$ cat src/rtl/rebble_pkg.sv
// rtl/rebble_pkg.sv - shared geometry, opcodes, status bits and FSM states for the SPI frame writer
package rebble_pkg;

  localparam int LINES   = 148;
  localparam int COLUMNS = 205;
  localparam int ADDRW   = 15;
  localparam int NPIX    = LINES * COLUMNS;

  localparam logic [ADDRW-1:0] LAST_ADDR = ADDRW'(NPIX - 1);
  localparam logic [ADDRW-1:0] COLUMNS_W = ADDRW'(COLUMNS);
  localparam logic [7:0]       LINES_B   = 8'(LINES);

  localparam logic [7:0] CMD_WRITE  = 8'h01;
  localparam logic [7:0] CMD_DRAW   = 8'h02;
  localparam logic [7:0] CMD_STATUS = 8'h03;
  localparam logic [7:0] CMD_ROW    = 8'h04;

  localparam int ST_BUSY     = 0;
  localparam int ST_OVERFLOW = 1;
  localparam int ST_REJECTED = 2;

  typedef enum logic [2:0] {
    S_IDLE,
    S_CMD,
    S_WRITE_PIX,
    S_SET_ROW,
    S_STATUS,
    S_DISCARD
  } state_t;

  // Caller guarantees r < LINES, so the product fits in ADDRW bits.
  function automatic logic [ADDRW-1:0] row_base(input logic [7:0] r);
    return ADDRW'(r) * COLUMNS_W;
  endfunction

endpackage

$ cat src/rtl/rebble_spi_frame_writer_if.sv
// rtl/rebble_spi_frame_writer_if.sv - SPI pins, frame-buffer write port and LCD handshake bundle
interface rebble_spi_frame_writer_if;

  logic                        cs;
  logic                        sck;
  logic                        mosi;
  logic                        miso;
  logic [5:0]                  pixel_in;
  logic [rebble_pkg::ADDRW-1:0] pixel_waddr;
  logic                        pixel_write_en;
  logic                        draw;
  logic                        busy;
  logic                        intn;
  logic                        reset_done;

  modport master (
    output cs, sck, mosi, busy,
    input  miso, pixel_in, pixel_waddr, pixel_write_en, draw, intn, reset_done
  );

  modport slave (
    input  cs, sck, mosi, busy,
    output miso, pixel_in, pixel_waddr, pixel_write_en, draw, intn, reset_done
  );

endinterface

$ cat src/rtl/spi_byte_rx.sv
// rtl/spi_byte_rx.sv - oversampled SPI mode-0 byte shifter with 2-flop pin synchronizers
module spi_byte_rx (
  input  logic       clock,
  input  logic       reset,
  input  logic       cs,
  input  logic       sck,
  input  logic       mosi,
  output logic       miso,
  output logic       cs_fall,
  output logic       cs_rise,
  output logic       byte_valid,
  output logic [7:0] rx_byte,
  input  logic       load_tx,
  input  logic [7:0] tx_byte
);

  logic [2:0] cs_sync;
  logic [2:0] sck_sync;
  logic [1:0] mosi_sync;
  logic [2:0] bit_cnt;
  logic [7:0] rx_shift;
  logic [7:0] tx_shift;
  logic       cs_active;
  logic       sck_rise;
  logic       sck_fall;

  assign cs_active = ~cs_sync[1];
  assign cs_fall   = ~cs_sync[1] &  cs_sync[2];
  assign cs_rise   =  cs_sync[1] & ~cs_sync[2];
  assign sck_rise  =  sck_sync[1] & ~sck_sync[2];
  assign sck_fall  = ~sck_sync[1] &  sck_sync[2];
  assign rx_byte   = rx_shift;
  assign miso      = tx_shift[7] & ~cs;

  always_ff @(posedge clock or negedge reset) begin
    if (!reset) begin
      cs_sync    <= 3'b111;
      sck_sync   <= 3'b000;
      mosi_sync  <= 2'b00;
      bit_cnt    <= 3'd0;
      rx_shift   <= 8'h00;
      tx_shift   <= 8'h00;
      byte_valid <= 1'b0;
    end else begin
      cs_sync    <= {cs_sync[1:0], cs};
      sck_sync   <= {sck_sync[1:0], sck};
      mosi_sync  <= {mosi_sync[0], mosi};
      byte_valid <= 1'b0;
      if (!cs_active) begin
        bit_cnt  <= 3'd0;
        tx_shift <= 8'h00;
      end else begin
        if (sck_rise) begin
          rx_shift <= {rx_shift[6:0], mosi_sync[1]};
          bit_cnt  <= bit_cnt + 3'd1;
          // The master has taken the last bit on this rise; drain it so
          // later bytes read zero.
          if (bit_cnt == 3'd7) begin
            byte_valid <= 1'b1;
            tx_shift   <= {tx_shift[6:0], 1'b0};
          end
        end else if (sck_fall && bit_cnt != 3'd0) begin
          tx_shift <= {tx_shift[6:0], 1'b0};
        end
        if (load_tx) begin
          tx_shift <= tx_byte;
        end
      end
    end
  end

endmodule

$ cat src/rtl/rebble_spi_frame_writer.sv
// rtl/rebble_spi_frame_writer.sv - MCU command decoder feeding the Rebble frame buffer and LCD driver
module rebble_spi_frame_writer
  import rebble_pkg::*;
(
  input  logic                        clock,
  input  logic                        reset,
  rebble_spi_frame_writer_if.slave    bus
);

  state_t     state;
  logic       cs_fall;
  logic       cs_rise;
  logic       byte_valid;
  logic [7:0] rx_byte;
  logic       load_tx;
  logic [7:0] status_byte;
  logic       overflow;
  logic       rejected;
  logic       pending;
  logic       status_armed;
  logic       busy_q;
  logic [3:0] rst_cnt;

  assign status_byte = {5'b00000, rejected, overflow, bus.busy};
  // Loading in the decode cycle puts the status MSB on miso one cycle after byte completion.
  assign load_tx     = byte_valid && (state == S_CMD) && (rx_byte == CMD_STATUS);

  spi_byte_rx u_rx (
    .clock      (clock),
    .reset      (reset),
    .cs         (bus.cs),
    .sck        (bus.sck),
    .mosi       (bus.mosi),
    .miso       (bus.miso),
    .cs_fall    (cs_fall),
    .cs_rise    (cs_rise),
    .byte_valid (byte_valid),
    .rx_byte    (rx_byte),
    .load_tx    (load_tx),
    .tx_byte    (status_byte)
  );

  always_ff @(posedge clock or negedge reset) begin
    if (!reset) begin
      state              <= S_IDLE;
      bus.pixel_in       <= 6'd0;
      bus.pixel_waddr    <= '0;
      bus.pixel_write_en <= 1'b0;
      bus.draw           <= 1'b0;
      bus.intn           <= 1'b1;
      bus.reset_done     <= 1'b0;
      rst_cnt            <= 4'd0;
      overflow           <= 1'b0;
      rejected           <= 1'b0;
      pending            <= 1'b0;
      status_armed       <= 1'b0;
      busy_q             <= 1'b0;
    end else begin
      busy_q             <= bus.busy;
      bus.pixel_write_en <= 1'b0;
      bus.draw           <= 1'b0;

      if (!bus.reset_done) begin
        rst_cnt <= rst_cnt + 4'd1;
        if (rst_cnt == 4'd15) bus.reset_done <= 1'b1;
      end

      if (bus.pixel_write_en) begin
        if (bus.pixel_waddr == LAST_ADDR) begin
          bus.pixel_waddr <= '0;
          overflow        <= 1'b1;
        end else begin
          bus.pixel_waddr <= bus.pixel_waddr + ADDRW'(1);
        end
      end

      // A cs fall in the same cycle as the busy fall suppresses the interrupt.
      if (cs_fall) begin
        bus.intn <= 1'b1;
      end else if (busy_q && !bus.busy && pending) begin
        bus.intn <= 1'b0;
        pending  <= 1'b0;
      end

      if (cs_rise) begin
        state        <= S_IDLE;
        status_armed <= 1'b0;
      end else if (cs_fall && state == S_IDLE) begin
        state <= S_CMD;
      end else if (byte_valid) begin
        case (state)
          S_CMD: begin
            case (rx_byte)
              CMD_WRITE: state <= S_WRITE_PIX;
              CMD_DRAW: begin
                state <= S_DISCARD;
                if (bus.busy) begin
                  rejected <= 1'b1;
                end else begin
                  bus.draw <= 1'b1;
                  pending  <= 1'b1;
                end
              end
              CMD_STATUS: begin
                state        <= S_STATUS;
                status_armed <= 1'b1;
              end
              CMD_ROW: state <= S_SET_ROW;
              default: state <= S_DISCARD;
            endcase
          end
          S_WRITE_PIX: begin
            bus.pixel_write_en <= 1'b1;
            bus.pixel_in       <= rx_byte[5:0];
          end
          S_SET_ROW: begin
            state <= S_WRITE_PIX;
            if (rx_byte < LINES_B) begin
              bus.pixel_waddr <= row_base(rx_byte);
            end else begin
              bus.pixel_waddr <= '0;
              overflow        <= 1'b1;
            end
          end
          S_STATUS: begin
            if (status_armed) begin
              status_armed <= 1'b0;
              overflow     <= 1'b0;
              rejected     <= 1'b0;
            end
          end
          default: ;
        endcase
      end
    end
  end

endmodule

$ cat src/flat_wrapper.sv
// flat-port wrapper written by rule: the top's interface ports become plain ports
module rebble_spi_frame_writer_flat import rebble_pkg::*;
  (clock, reset, bus_cs, bus_sck, bus_mosi, bus_busy, bus_miso, bus_pixel_in, bus_pixel_waddr, bus_pixel_write_en, bus_draw, bus_intn, bus_reset_done);
  rebble_spi_frame_writer_if bus_i ();
  input  logic clock;
  input  logic reset;
  input wire logic [$bits(bus_i.cs)-1:0] bus_cs;
  input wire logic [$bits(bus_i.sck)-1:0] bus_sck;
  input wire logic [$bits(bus_i.mosi)-1:0] bus_mosi;
  input wire logic [$bits(bus_i.busy)-1:0] bus_busy;
  output wire logic [$bits(bus_i.miso)-1:0] bus_miso;
  output wire logic [$bits(bus_i.pixel_in)-1:0] bus_pixel_in;
  output wire logic [$bits(bus_i.pixel_waddr)-1:0] bus_pixel_waddr;
  output wire logic [$bits(bus_i.pixel_write_en)-1:0] bus_pixel_write_en;
  output wire logic [$bits(bus_i.draw)-1:0] bus_draw;
  output wire logic [$bits(bus_i.intn)-1:0] bus_intn;
  output wire logic [$bits(bus_i.reset_done)-1:0] bus_reset_done;
  assign bus_i.cs = bus_cs;
  assign bus_i.sck = bus_sck;
  assign bus_i.mosi = bus_mosi;
  assign bus_i.busy = bus_busy;
  assign bus_miso = bus_i.miso;
  assign bus_pixel_in = bus_i.pixel_in;
  assign bus_pixel_waddr = bus_i.pixel_waddr;
  assign bus_pixel_write_en = bus_i.pixel_write_en;
  assign bus_draw = bus_i.draw;
  assign bus_intn = bus_i.intn;
  assign bus_reset_done = bus_i.reset_done;
  rebble_spi_frame_writer u_core (.clock(clock), .reset(reset), .bus(bus_i));
endmodule
$ cat config.mk
export PLATFORM = sky130hd
export DESIGN_NAME = rebble_spi_frame_writer_flat
export DESIGN_NICKNAME = d
export VERILOG_FILES = /design/src/rtl/rebble_pkg.sv /design/src/rtl/rebble_spi_frame_writer_if.sv /design/src/rtl/spi_byte_rx.sv /design/src/rtl/rebble_spi_frame_writer.sv /design/src/flat_wrapper.sv
export SDC_FILE = /design/constraint.sdc
export NUM_CORES = 1
export LEC_CHECK = 0
export ABC_AREA = 0
export BUFFER_PORTS_ARGS = -buffer_cell sky130_fd_sc_hd__buf_4
export CAP_MARGIN = 40
export CORE_ASPECT_RATIO = 1.5
export CORE_UTILIZATION = 45
export CTS_BUF_LIST = sky130_fd_sc_hd__clkbuf_4 sky130_fd_sc_hd__clkbuf_8
export CTS_CLUSTER_DIAMETER = 200
export DETAILED_ROUTE_END_ITERATION = 12
export GPL_TIMING_DRIVEN = 1
export PLACE_DENSITY = 0.64
export SYNTH_ARGS = -nofsm -noshare
export SYNTH_HDL_FRONTEND = slang
export SYNTH_SLANG_ARGS = --single-unit
$ cat constraint.sdc
create_clock -name clock -period 5.1 [get_ports clock]
set_input_delay 0.765 -clock clock [delete_from_list [all_inputs] [get_ports clock]]
set_output_delay 0.765 -clock clock [all_outputs]
set_load 0.02 [all_outputs]
# After elaboration in Yosys (flattened, before gate mapping)
# Cells that the tools add are included.
# op_classes
n_addsub	3
mul	1
n_lt_le_gt_ge	1
n_eq_ne	17
muxes	61
bitwise	12
n_reduce_logical	23
# op_table
op	n
$mux W15	7
$mux W8	5
$mux W1	39
$eq A8 B2 Y1 const B	2
$add A15 B1 Y15 const B	1
$eq A15 B15 Y1 const B	1
$mul A8 B8 Y15 const B	1
$mux W3	5
$pmux W3 S3	1
$reduce_bool A3 Y1	3
$eq A8 B1 Y1 const B	1
$eq A8 B3 Y1 const B	1
$lt A8 B8 Y1 const B	1
$reduce_and A4 Y1	2
$reduce_bool A2 Y1	4
$reduce_bool A4 Y1	2
$not A1 Y1	7
$reduce_and A7 Y1	1
$eq A3 B2 Y1 const B	2
$eq A3 B3 Y1 const B	2
$logic_and A1 B1 Y1	6
$pmux W1 S2	3
$pmux W3 S2	1
$reduce_and A2 Y1	3
other kinds (11)	17
# word_totals
regBits	65
out_inout_bits	26

# Longest topological paths before layout
# Gate-level depths: netlist of the first run.
# depth
ltp_word	11
ltp_mapped	13
ltp_nobuf	13

# Cells and area by module
# A second synthesis of the first run with hierarchy kept.
# unflattened
cells_unflattened	420
area_unflattened_um2	4418.0
# modules_own_cells
mod	instances	cells_per_inst	area_each_um2
rebble_spi_frame_writer	1	323	3195.6
spi_byte_rx	1	97	1222.4

# Least setup slack after synthesis of the first run
# Ideal clock, no wire load.
# synth_timing
path_kind	register -> register
from	register u_core.u_rx.rx_shift[1] (netlist: u_core.u_rx.rx_byte[1])
to	register u_core.bus.pixel_waddr[14]
arrival_time_ps	3769
t_required_ps	5020
path_slack_ps	1251
stages_incl_launch_ff	14
path_buffers	0
period_less_slack_ps	3849
path_cell_list	dfrtp_1 ha_1 xor2_1 ha_1 fa_1 inv_1 fa_1 inv_1 ha_1 a21o_1 a21oi_1 a21oi_1 or4_4 o211ai_2
# synth_between
elab_chain_len	6
word_cells_on_any_way	7
classes_between	mul: 1; order compare: 1; mux: 5
# synth_rtl
item	line_no	source
start: declaration	spi_byte_rx.sv:21	logic [7:0] rx_shift;
start signal: assignment	spi_byte_rx.sv:54	rx_shift <= {rx_shift[6:0], mosi_sync[1]};
$mul A8 B8 Y15 or $lt A8 B8 Y1 (tied branches)	rebble_pkg.sv:33, rebble_spi_frame_writer.sv:118	
$mux W15 *	rebble_spi_frame_writer.sv:118	if (rx_byte < LINES_B) begin
$mux W15 *	rebble_spi_frame_writer.sv:91	case (state)
$mux W15 *	rebble_spi_frame_writer.sv:90	end else if (byte_valid) begin
$mux W15 *	rebble_spi_frame_writer.sv:88	end else if (cs_fall && state == S_IDLE) begin
$mux W15 *	rebble_spi_frame_writer.sv:85	if (cs_rise) begin
end signal: assignment	rebble_spi_frame_writer.sv:73	bus.pixel_waddr <= bus.pixel_waddr + ADDRW'(1);
end signal: assignment	rebble_spi_frame_writer.sv:119	bus.pixel_waddr <= row_base(rx_byte);
end: declaration	rebble_spi_frame_writer_if.sv:23	output miso, pixel_in, pixel_waddr, pixel_write_en, draw, intn, reset_done
# Mark *: on every way between the ends. The rest lies on a longest branch, timed or not.
# A chain may end at the register's enable or synchronous reset.

# Final worst setup path of the first run
# layout_timing
from	register u_core.u_rx.rx_shift[1] (netlist: u_core.u_rx.rx_byte[1])
to	register u_core.bus.pixel_waddr[11]
# Same word-level chain as after synthesis.

==> results of run 1 <==
## layout make-up
class / instances / area, sq um
sequential: 65 / 1632
clock buffer: 10 / 137.6
multi-input combinational: 316 / 2437
inverter: 35 / 131.4
timing repair buffer: 33 / 247.7
clock inverter: 6 / 115.1
fill: 858 / 4359
tap: 112 / 140.1
## per-layer routing
layer  global-route usage (%)  wire length (um)  vias up  share of wire, %
met5                        0                 0        -                 0
met1                    23.99              3723     1540                42
met2                    35.68              4831       37                54
met3                    4.286               209       14               2.3
met4                    8.705               204        0               2.3
li1                         -                 -     1556                 -
## power by group through the flow
stage	clock network [W]	registers (W)	logic [W]
floorplan	0	0.000566	0.000530
global placement	0	0.000575	0.000689
detailed placement	0	0.000577	0.000697
CTS	0.000562	0.000567	0.000699
global route	0.000586	0.000571	0.000790
finish	0.000548	0.000567	0.000686
## registers in the layout, summed over array words and instances (netlist names)
register                   cells
u_core.rejected                1
u_core.bus.pixel_in            6
u_core.pending                 1
u_core.bus.pixel_waddr        15
u_core.bus.intn                1
u_core.u_rx.cs_sync            3
u_core.u_rx.tx_shift           8
u_core.u_rx.byte_valid         1
u_core.u_rx.mosi_sync          2
u_core.overflow                1
u_core.status_armed            1
u_core.u_rx.bit_cnt            3
u_core.bus.pixel_write_en      1
u_core.u_rx.sck_sync           3
u_core.u_rx.rx_byte            8
u_core.bus.draw                1
u_core.busy_q                  1
u_core.state                   3
u_core.bus.reset_done          1
u_core.rst_cnt                 4
## cells by family after synthesis
family	after synthesis
adders and majority gates	69
and+or+nand+nor	128
AOI/OAI and AO/OA	89
buffers and inverters	46
muxes	2
xor gates and xnor gates	28
DFF	65
## worst max-delay path: stages (launching register included)
cell and delay, ps:
dfrtp_1 480, ha_1 380, xor2_1 180, ha_1 300
fa_1 500, inv_1 60, fa_1 530, inv_1 40
ha_1 360, a21o_1 220, a31o_2 210, a31oi_1 280
o21ai_0 140, a211o_1 260
## worst min path at each step
stage,from,cells after the start,end
2_1_floorplan,u_core.u_rx.mosi_sync[0],0,u_core.u_rx.mosi_sync[1]
3_3_place_gp,u_core.u_rx.mosi_sync[0],0,u_core.u_rx.mosi_sync[1]
3_5_place_dp,u_core.u_rx.mosi_sync[0],0,u_core.u_rx.mosi_sync[1]
4_1_cts,u_core.u_rx.mosi_sync[0],0,u_core.u_rx.mosi_sync[1]
5_1_grt,u_core.u_rx.mosi_sync[0],0,u_core.u_rx.mosi_sync[1]
6_report,u_core.u_rx.mosi_sync[0],0,u_core.u_rx.mosi_sync[1]
## cell usage in the layout, fill, tap and decap left out, drive strengths merged, types with 4 or more instances in the layout
master	synthesis	final
dfrtp	61	61
ha	59	59
nand2	38	38
inv	35	35
buf	3	33
o21ai	30	30
nor2	27	27
a21oi	18	18
xnor2	15	15
xor2	13	13
fa	10	10
clkbuf	8	10
nand3	9	9
a21o	8	8
o22ai	8	8
nand4	7	7
nor3b	7	7
and3	6	6
nor2b	6	6
nand2b	4	4
or3	4	4
a31o	4	4
dfstp	4	4
nor3	4	4
## through the flow
step | instance area, sq um | std cells | util, % | power (W)
after global placement | 4588 | 561 | 49.87 | 0.001264
after detailed placement | 4588 | 561 | 49.87 | 0.001274
after global routing | 4841 | 577 | 52.62 | 0.001947
after CTS | 4841 | 577 | 52.62 | 0.001828
final | 4841 | 577 | 52.62 | 0.001802
after floorplan | 4264 | 427 | - | 0.001096
==> flow_summary.json, run 1 <==
{
  "outcome": "completed",
  "clock_sinks": 65,
  "synth_xor_xnor_area_share_pct": 5.751,
  "drv_cap": 0,
  "ys_async_sr_fraction_pct": 100.0,
  "critical_path_arrival_ps": 4300,
  "avgSynthCellArea_sq_um": 9.986,
  "grt_max_degree": 66,
  "via_per_inst": 5.454,
  "antenna_found_initial": 0,
  "cts_setup_buffers": 0,
  "path_class": "reg2reg",
  "yosysWarningCount": 0,
  "p_sw_w": 0.0006436,
  "yosys_register_bits": 65,
  "slew_viol_final": 0,
  "syn-num-nets": 502,
  "worst-path-max-fanout": 8,
  "p_comb_share_pct": 38.1,
  "start_util_pct": 46.35,
  "cp-start-kind": "flop",
  "ff2ff_setup_slack_ps": 1050,
  "cts.hold.buffers_added": 0,
  "ioPinCount": 32,
  "synth_top_area_cell": "dfrtp_1",
  "worstPathRequired_ps": 5350,
  "drt-wirelength-per-cell_um": 15.54,
  "drive_gt1_share_pct": 14.19,
  "power_density_nw_per_um2": 372.2,
  "rsz0062_at_grt": "no",
  "antenna_cells": 0,
  "drt_iter0_markers": 133,
  "muxShareOfSynthArea_pct": 0.4988,
  "drc": 0,
  "yosys.area_share.simple_pct": 15.70,
  "cts_root_buffer": "clkbuf_8",
  "numPortBuffers": 31,
  "track_usage_pct": 20.61,
  "core-area_sq_um": 9200,
  "p_sw_share_pct": 35.72,
  "grt_first_pass_wirelength_um": 15160,
  "tritoncts": "built",
  "tns_ps": 0,
  "ys_types": 57,
  "setup_violations": 0,
  "yosysSeqAreaShare_pct": 38.26,
  "nNetsFinal": 535,
  "synth-compound-area-share_pct": 13.20,
  "clkPwrFrac_pct": 30.4,
  "whs_ps": 352.9,
  "ctsResizeCount": 0,
  "routabilityCongestion": 0.8497,
  "cts_buffer_depth": 2,
  "finClkSkew_ps": 8.915,
  "drtAntennaViolNets": 0,
  "netlist_top_cells_area": "dfrtp_1, ha_1, fa_1, o21ai_0, nand2_1",
  "ir_drop_mv": 0.2465,
  "worst_slack_ps": 1047,
  "dominantRegCellSynth": "dfrtp_1",
  "syn_to_final_growth_pct": 13.53,
  "synth_fa_ha_area_share_pct": 22.01,
  "ys_top_cells_by_count": "dfrtp_1, ha_1, nand2_1",
  "worst_pin_slew_ps": 825.1,
  "p_leak_nw": 2.428,
  "crit_start": "u_core.u_rx.rx_byte[1]",
  "synth_top_family_by_area": "adder cells",
  "syn-cell-area_sq_um": 4264,
  "internal-power_w": 0.001158,
  "yosysMostFrequentCell": "dfrtp_1",
  "fp.dieArea_sq_um": 9877,
  "routed_wl_um": 8969,
  "crit_end": "u_core.bus.pixel_waddr[11]",
  "cts_made_buffers": 9,
  "slew_headroom_pct": 44.99,
  "htreeDepth": 3,
  "r2r_cells": 13,
  "pre_cts_ws_ps": 1061,
  "hpwlAfterDp_um": 6900,
  "hold_path.class": "reg2reg",
  "synth_edf_count": 0,
  "clk_pin_slew_ps": 80,
  "synth_cells": 427,
  "fp-row-count": 43,
  "cp-end-kind": "flop",
  "r2r-start": "u_core.u_rx.rx_byte[1]",
  "max_freq_ghz": 0.2467,
  "period_needed_ps": 4053,
  "fin_crit_sh_pct": 79.47,
  "grt_pass1_vias": 3119,
  "firstDrtPassIters": 4,
  "dieHeight_um": 121.2,
  "seqPwrFrac_pct": 31.5,
  "hold_viol_final": 0,
  "synth_top_area_share_pct": 35.80,
  "grt.overflow.total": 0,
  "rr_endpoint": "u_core.bus.pixel_waddr[11]",
  "vias": 3147,
  "clk_latency_ps": 360,
  "fp.dieW_um": 81.48
}
Note: power is estimated with default switching activity, not from simulation.
==> run 2, diff against run 1 <==
--- a/config.mk
+++ b/config.mk
@@ -14,7 +14,7 @@
 export CTS_CLUSTER_DIAMETER = 200
 export DETAILED_ROUTE_END_ITERATION = 12
 export GPL_TIMING_DRIVEN = 1
-export PLACE_DENSITY = 0.64
+export PLACE_DENSITY = 0.66
 export SYNTH_ARGS = -nofsm -noshare
 export SYNTH_HDL_FRONTEND = slang
 export SYNTH_SLANG_ARGS = --single-unit
==> constraint.sdc (replaced) <==
create_clock -name clock -period 3.5 [get_ports clock]
set_input_delay 0.525 -clock clock [delete_from_list [all_inputs] [get_ports clock]]
set_output_delay 0.525 -clock clock [all_outputs]
set_load 0.02 [all_outputs]
==> run 2 against run 1 <==
Non-clock buffer count grew 34. First-iteration DRC count shrank 31%. Global-route usage grew 0.80 points. Setup slack worse by 1000 ps. Clock-buffer cell count is the same. Largest power group unchanged. Flip-flop and latch count unchanged. Power is 61% higher. Sequential share of layout area decreased by 2.2 points. Critical path type unchanged. Sequential power increased by 44%.
==> flow_summary.json, run 2 (synthesis results as in run 1) <==
{
  "worst_slack_ps": 14.81,
  "clk_pin_slew_ps": 80,
  "numPortBuffers": 31,
  "slew_viol_final": 0,
  "multi_input_area_sq_um": 2569,
  "drtAntennaViolNets": 0,
  "grt_max_degree": 66,
  "slew_headroom_pct": 44.44,
  "final_common_cell": "buf_4",
  "vias": 3286,
  "p_leak_nw": 2.558,
  "firstDrtPassIters": 4,
  "htreeDepth": 3,
  "worst-path-max-fanout": 4,
  "fp.dieW_um": 81.48,
  "cts_made_buffers": 9,
  "drt-wirelength-per-cell_um": 15.40,
  "clock_sinks": 65,
  "drc": 0,
  "grt_first_pass_wirelength_um": 15780,
  "antenna_cells": 0,
  "hold_path.class": "in2async",
  "stdcell_count": 611,
  "ir_drop_mv": 0.4680,
  "path_class": "reg2reg",
  "nNetsFinal": 569,
  "core-area_sq_um": 9200,
  "cts_buffer_depth": 2,
  "layout_common_cells": "buf_4, dfrtp_1, ha_1, nand2_1, inv_1",
  "drt_iter0_markers": 92,
  "antenna_found_initial": 0,
  "cts_root_buffer": "clkbuf_8",
  "drive_gt1_share_pct": 24.05,
  "path_delay_family": "adder cells",
  "pre_cts_ws_ps": -56.15,
  "routed_wl_um": 9409,
  "fp.dieArea_sq_um": 9877,
  "placedCellCount": 591,
  "clk_latency_ps": 350,
  "dieHeight_um": 121.2,
  "setup_violations": 0,
  "finClkSkew_ps": 11.82,
  "largest_reg_flops": 15,
  "grt_pass1_vias": 3318,
  "crit_chain": "ha_4, xor2_1, ha_1, fa_1, inv_1, fa_1, inv_2, ha_4, a21o_1, a21oi_2, a21oi_2, or3_1, a31o_2",
  "tritoncts": "built",
  "syn_to_final_growth_pct": 21.57,
  "worstPathRequired_ps": 3750,
  "hpwlAfterDp_um": 7202,
  "critical_path_arrival_ps": 3730,
  "critical-path-max-stage-delay_ps": 480,
  "cp-start-kind": "flop",
  "cp-end-kind": "flop",
  "rsz0062_at_grt": "yes",
  "design_area_sq_um": 5184,
  "cp.buffers_inverters": 2,
  "max_freq_ghz": 0.2869,
  "ioPinCount": 32,
  "period_needed_ps": 3485,
  "drv_cap": 0,
  "power_density_nw_per_um2": 558.6,
  "track_usage_pct": 21.41,
  "crit_slowest_cell": "fa_1",
  "hold_viol_final": 0,
  "seqCellArea_sq_um": 1635,
  "routabilityCongestion": 0.8583,
  "cts.hold.buffers_added": 0,
  "via_per_inst": 5.378,
  "fill_cells": 818,
  "fp-row-count": 43,
  "dpl-instance-area_sq_um": 4873,
  "top_register": "u_core.bus.pixel_waddr",
  "start_util_pct": 46.35,
  "fin_crit_sh_pct": 99.58,
  "grt.overflow.total": 0,
  "worst_pin_slew_ps": 833.4,
  "outcome": "completed"
}
[run 2: final cells by class]
type	count	area share [%]
clock inverter	6	1.303
timing repair buffer	67	9.703
multi-input combinational	316	49.55
clock buffer	10	2.655
sequential	65	31.55
tap	112	2.703
inverter	35	2.534
[run 2: per-stage QoR]
stage / total power, W / TNS [ps] / hold slack (ps) / util, %
2_1_floorplan: 0.001693 / 0 / 229.4 / -
3_3_place_gp: 0.002146 / -16.03 / 336.0 / 52.97
3_5_place_dp: 0.002174 / -171.6 / 344.1 / 52.97
4_1_cts: 0.002893 / -27.52 / 251.6 / 55.95
5_1_grt: 0.003147 / -394.0 / 251.0 / 56.34
6_report: 0.002896 / 0 / 272.6 / 56.34
[run 2: worst paths after layout]
check | startpoint | endpoint | slack, ps | cells past startpoint
worst max-delay path | u_core.u_rx.rx_byte[2] | u_core.bus.pixel_waddr[12] | 10 | 13
max in group asynchronous | reset | u_core.u_rx.rx_byte[2] | 2620 | 1
worst max register to register | u_core.u_rx.rx_byte[2] | u_core.bus.pixel_waddr[12] | 10 | 13
worst min-delay path | reset | u_core.u_rx.tx_shift[7] | 270 | 1
worst min register to register | u_core.u_rx.mosi_sync[0] | u_core.u_rx.mosi_sync[1] | 360 | 0
min in group clock | bus_mosi | u_core.u_rx.mosi_sync[0] | 270 | 1
[run 2: layer usage]
| layer | wire length (um) | GRT usage (%) | up-vias |
|---|---|---|---|
| li1 | - | - | 1622 |
| met4 | 291 | 10.27 | 0 |
| met2 | 5120 | 37.55 | 34 |
| met1 | 3790 | 24.23 | 1610 |
| met5 | 0 | 0 | - |
| met3 | 206 | 3.985 | 20 |
[run 2: timing repair]
action	CTS	global route
hold endpoints to repair	0	0
setup buffers	3	1
gates resized for setup	8	4
endpoints found under the setup margin	4	6
pin swaps	4	6
gates cloned	0	0
[run 2: power by group]
group | switching [W] | total [W] | internal (W)
clock network | 0.000308 | 0.000656 | 0.000349
logic | 0.000742 | 0.00142 | 0.000682
registers | 0.0000343 | 0.000816 | 0.000781
